[config.mk]
export PLATFORM = sky130hd
export DESIGN_NAME = gamma_lut_ctrl
export DESIGN_NICKNAME = d
export VERILOG_FILES = /design/src/rtl/gamma_lut_ctrl.sv
export SDC_FILE = /design/constraint.sdc
export NUM_CORES = 2
export LEC_CHECK = 0
export BUFFER_PORTS_ARGS = -buffer_cell sky130_fd_sc_hd__buf_2
export CAP_MARGIN = 20
export CORE_MARGIN = 2
export CORE_UTILIZATION = 35
export CTS_BUF_LIST = sky130_fd_sc_hd__clkbuf_16
export DETAILED_ROUTE_END_ITERATION = 6
export PLACE_DENSITY_LB_ADDON = 0.2
export RECOVER_POWER = 50
export SYNTH_ARGS = -nofsm -noshare
export SYNTH_HDL_FRONTEND = slang
export SYNTH_SLANG_ARGS = --single-unit
[constraint.sdc]
create_clock -name clk -period 3.2 [get_ports clk]
set_input_delay 0.48 -clock clk [delete_from_list [all_inputs] [get_ports clk]]
set_output_delay 0.48 -clock clk [all_outputs]
set_load 0.02 [all_outputs]
[src/rtl/gamma_lut_ctrl.sv]
// Runtime-programmable gamma stage: two 256-entry banks, the pixel path reads the active one.
// The config loader fills the shadow bank, which becomes active only at a picture boundary.
module gamma_lut_ctrl #(
    parameter int COLOR_DEPTH = 8,
    parameter int COLOR_BITS  = 2
) (
    input  logic                   clk,
    input  logic                   rst_n,
    input  logic [COLOR_DEPTH-1:0] pixel_in,
    input  logic                   valid_in,
    input  logic [COLOR_BITS-1:0]  color_in,
    input  logic                   last_pic_in,
    output logic [COLOR_DEPTH-1:0] pixel_out,
    output logic                   valid_out,
    output logic [COLOR_BITS-1:0]  color_out,
    output logic                   last_pic_out,
    input  logic                   cfg_start,
    input  logic                   cfg_valid,
    input  logic [COLOR_DEPTH-1:0] cfg_data,
    output logic                   cfg_ready,
    output logic                   cfg_busy,
    output logic                   cfg_done,
    output logic                   bypass
);

    // state | meaning
    // IDLE  | no load in progress, active bank in use
    // LOAD  | accepting table entries into the shadow bank
    // PEND  | shadow bank full, waiting for a picture boundary to swap
    typedef enum logic [1:0] {ST_IDLE, ST_LOAD, ST_PEND} state_t;

    localparam int DEPTH = 1 << COLOR_DEPTH;

    state_t                 r_state;
    logic [COLOR_DEPTH-1:0] r_wr_addr;
    logic                   r_active_bank;
    logic                   r_bypass;
    logic                   r_ready;
    logic                   r_busy;
    logic                   r_done;
    logic                   r_stream_active;

    logic [COLOR_DEPTH-1:0] r_lut [0:2*DEPTH-1];

    logic [COLOR_DEPTH-1:0] r_pix1;
    logic                   r_val1;
    logic [COLOR_BITS-1:0]  r_col1;
    logic                   r_last1;
    logic [COLOR_DEPTH-1:0] r_pix2;
    logic                   r_val2;
    logic [COLOR_BITS-1:0]  r_col2;
    logic                   r_last2;

    logic                   w_wr_en;
    logic [COLOR_DEPTH-1:0] w_wr_idx;
    logic                   w_swap_evt;

    // A restart that carries data writes it as entry 0 of the new table.
    assign w_wr_en    = cfg_valid & (cfg_start | (r_state == ST_LOAD));
    assign w_wr_idx   = cfg_start ? '0 : r_wr_addr;
    assign w_swap_evt = (r_val1 & r_last1) | ~r_stream_active;

    always_ff @(posedge clk) begin
        if (w_wr_en) begin
            r_lut[{~r_active_bank, w_wr_idx}] <= cfg_data;
        end
    end

    always_ff @(posedge clk or negedge rst_n) begin
        if (!rst_n) begin
            r_pix1          <= '0;
            r_val1          <= 1'b0;
            r_col1          <= '0;
            r_last1         <= 1'b0;
            r_pix2          <= '0;
            r_val2          <= 1'b0;
            r_col2          <= '0;
            r_last2         <= 1'b0;
            r_stream_active <= 1'b0;
        end else begin
            r_pix1  <= pixel_in;
            r_val1  <= valid_in;
            r_col1  <= color_in;
            r_last1 <= last_pic_in;
            r_pix2  <= r_bypass ? r_pix1 : r_lut[{r_active_bank, r_pix1}];
            r_val2  <= r_val1;
            r_col2  <= r_col1;
            r_last2 <= r_last1;
            if (r_val1) begin
                r_stream_active <= ~r_last1;
            end
        end
    end

    always_ff @(posedge clk or negedge rst_n) begin
        if (!rst_n) begin
            r_state       <= ST_IDLE;
            r_wr_addr     <= '0;
            r_active_bank <= 1'b0;
            r_bypass      <= 1'b1;
            r_ready       <= 1'b0;
            r_busy        <= 1'b0;
            r_done        <= 1'b0;
        end else begin
            r_done <= 1'b0;
            if (cfg_start) begin
                r_state   <= ST_LOAD;
                r_ready   <= 1'b1;
                r_busy    <= 1'b1;
                r_wr_addr <= cfg_valid ? COLOR_DEPTH'(1) : '0;
            end else begin
                case (r_state)
                    ST_LOAD: begin
                        if (cfg_valid) begin
                            r_wr_addr <= r_wr_addr + 1'b1;
                            if (r_wr_addr == '1) begin
                                r_state <= ST_PEND;
                                r_ready <= 1'b0;
                            end
                        end
                    end
                    ST_PEND: begin
                        if (w_swap_evt) begin
                            r_active_bank <= ~r_active_bank;
                            r_bypass      <= 1'b0;
                            r_done        <= 1'b1;
                            r_busy        <= 1'b0;
                            r_state       <= ST_IDLE;
                        end
                    end
                    default: begin
                    end
                endcase
            end
        end
    end

    assign pixel_out    = r_pix2;
    assign valid_out    = r_val2;
    assign color_out    = r_col2;
    assign last_pic_out = r_last2;
    assign cfg_ready    = r_ready;
    assign cfg_busy     = r_busy;
    assign cfg_done     = r_done;
    assign bypass       = r_bypass;

endmodule

==> flow_summary.yaml <==
synthesis:
  ys_seq_area_frac: 0.7739
  syn_avg_cell_area_um2: 21.76
  yosysTopAreaCell: "edfxtp_1"
  ys.flop_type: "edfxtp_1"
  synth_top_cell_area_share: 0.7676
  synth-edff-count: 4096
  synth.most_common_cell: "edfxtp_1"
  ys_types: 75
  synth_area_um2: 160200
  postSynth.asyncResetShare: 0.009671
  synth.area.top_cells: "edfxtp_1, mux4_2, nor2_1, mux2i_1, dfrtp_1"
  ys_warn_count: 0
  syn-instance-count: 7363
  ys_seq_elements: 4136
  netlist_top_cells_count: "edfxtp_1, mux4_2, nor2_1"
  syn-num-nets: 7388
placement:
  place_hpwl_um: 335500
  portBuffers: 39
  place.gp.congestion: 0.8625
  dpl-instance-area_um2: 179200
final_layout:
  nNetsFinal: 9030
  fillers: 39360
  drive_gt1_frac: 0.3754
  syn_to_final_growth_pct: 22.15
  utilization: 0.4291
  fin_area_um2: 195700
sta:
  hold_viol_final: 0
  drv_slew: 1095
  slew_headroom: -1.395
  setup_viol: 188
  fin_skew_ns: 0.06504
  tightest_slew_ns: 3.592
  grt_setup_unrepaired: "yes"
  max_freq_ghz: 0.2913
  period_minus_slack_ns: 3.433
  fin_ws_ns: -0.2330
  fin_crit_sh: 1.073
detailed_routing:
  via_per_inst: 5.487
  ant_nets: 0
  top_layer: "met5"
  met3WireLength_um: 33940
  met2_wirelength_um: 247800
  drc: 0
  first_iter_violations: 9621
  routedWlPerCell_um: 33.07
  vias: 84330
  wl_met1_um: 210600
  wl_um: 508300
  dr.pass1.iters: 6
clock_network:
  cts.sink_count: 4136
  clk-insertion-delay-late_ns: 1.00
  cts_max_level: 5
  cts_tree: "built"
  cts_made_buffers: 436
  clock_path_buffers: 4
  root_buffer: "clkbuf_16"
  clkTransAtPathRegs_ns: 0.06
worst_setup_path:
  r2r_start: "r_pix1[0]"
  arrival_ns: 4.30
  crit_path_start: "r_pix1[0]"
  cp.required_ns: 4.07
  endpoint_kind: "flip-flop"
  worstSetupPathType: "reg -> reg"
  crit_path_max_fanout: 12
  critPathLaunchType: "flip-flop"
global_routing:
  overflow: 0
  grt_max_degree: 129
  grt_pass1_wl_um: 700300
  grtUsageTotal: 0.2152
  grt_pass1_vias: 85920
  antenna_found_initial: 30
floorplanning:
  boundaryPins: 40
  dieWidth_um: 680.6
  core_area_um2: 456100
  fp.dieH_um: 680.6
  dieArea_um2: 463200
  start_util: 0.3513
  rows: 248
power:
  power_density_nw_per_um2: 593.6
  leakage_nw: 63.94
  vdd_drop_max_uv: 553.1
hold_path:
  worstHoldStart: "valid_in"
  hold_path.class: "in -> reg"
run_status:
  status: "finished, violations left"
  violations: "max-capacitance violations, max-slew violations, negative setup slack"
flow_run:
  drv_cap: 15
## cell type report
class | count | area [um^2] | share of cell area
Sequential cell | 4136 | 124000 | 0.6337
Timing Repair Buffer | 1658 | 15310 | 0.07825
Multi-Input combinational cell | 2764 | 34970 | 0.1787
Clock buffer | 442 | 11060 | 0.05651
Clock inverter | 349 | 2759 | 0.01410
Inverter | 9 | 58.81 | 0.0003005
Antenna cell | 12 | 30.03 | 0.0001534
Tap cell | 6000 | 7507 | 0.03836
## metrics by stage
step / hold slack, ns / setup slack (ns) / instances / power [W] / TNS, ns
6_report: 0.1456 / -0.2330 / 15370 / 0.1162 / -7.830
5_1_grt: 0.1141 / -0.2735 / 15360 / 0.1193 / -43.17
4_1_cts: 0.02044 / -0.2299 / 15330 / 0.1170 / -1.549
3_5_place_dp: 0.3516 / -1.223 / 14440 / 0.06765 / -8.262
3_3_place_gp: 0.3412 / -2.042 / 14440 / 0.06757 / -9.719
2_1_floorplan: 0.1844 / 0.5072 / 7363 / 0.06359 / 0
## power breakdown
part / switching (W) / internal (W) / total (W) / leakage (nW)
combinational: 0.00440 / 0.00287 / 0.00727 / 19.6
clock: 0.0213 / 0.0278 / 0.0492 / 7.11
sequential: 0.000101 / 0.0596 / 0.0597 / 37.3
total: 0.0258 / 0.0903 / 0.116 / 63.9
## kinds of logic after synthesis
logic type	Yosys count	share of synthesized area
XOR/XNOR	6	0.0003280
buffers and inverters	463	0.01648
AO/OA/AOI/OAI	512	0.02228
adder cells (fa/ha/maj)	1	0.00007807
multiplexers	1238	0.1603
flip-flops	4136	0.7739
AND/OR/NAND/NOR	1007	0.02669
## path summary, 6_finish.rpt
kind	to	depth (start not counted)	slack, ns
setup / recovery	pixel_out[3]	12	-0.23
hold / removal	r_val1	2	0.15
setup reg to reg	pixel_out[3]	12	-0.23
hold reg to reg	color_out[1]	0	0.36
max in group asynchronous	r_pix1[3]	2	1.52
min in group asynchronous	valid_out	2	0.41
## routing by layer
layer	GRT usage	vias to the layer above
li1	-	34240
met1	0.2987	46030
met2	0.3564	3374
met3	0.02958	677
met4	0.05946	6
met5	0	-
## placed cells by master, fill, tap and decap left out, types with 18 or more instances in the layout
cell and count:
clkbuf_16 446, nand3_1 35, mux4_2 1056, buf_2 30, a21oi_1 74, inv_1 97, a31oi_1 23, o22ai_1 56
clkbuf_1 24, nor2_1 559, clkbuf_2 37, buf_16 24, o21ai_0 24, nor2b_1 30, buf_12 167, dfrtp_1 31
o221ai_1 20, nor3_1 34, mux2i_1 143, a211oi_1 23, buf_4 1289, bufinv_16 35, clkinv_1 94, buf_6 28
clkinvlp_4 18, nand2_1 197, edfxtp_1 4096, a22oi_1 92, clkinv_2 84
## sequential cells by signal, indices dropped and copies added (netlist names), 2 cells and up
signal,cells
color_out,2
pixel_out,8
r_col1,2
r_lut,4096
r_pix1,8
r_state,2
r_wr_addr,8
## critical path, cell delays in order (launching register included)
cell	delay [ns]
dfrtp_4	0.45
buf_12	0.12
buf_12	0.13
bufbuf_16	0.28
bufbuf_16	0.31
mux4_2	0.53
mux4_2	0.56
a21oi_2	0.17
nand3_1	0.10
buf_4	0.18
nand4_1	0.25
buf_12	0.15
o211ai_1	0.08
## timing repair
action | in CTS | in global routing
pin swaps | 43 | 48
resized for setup | 247 | 112
hold buffers | 17 | 0
gates cloned | 11 | 4
hold endpoints to repair | 134 | 0
buffers inserted | 76 | 36
setup endpoints to repair | 8 | 8
Power figures use the tool's default switching activity.
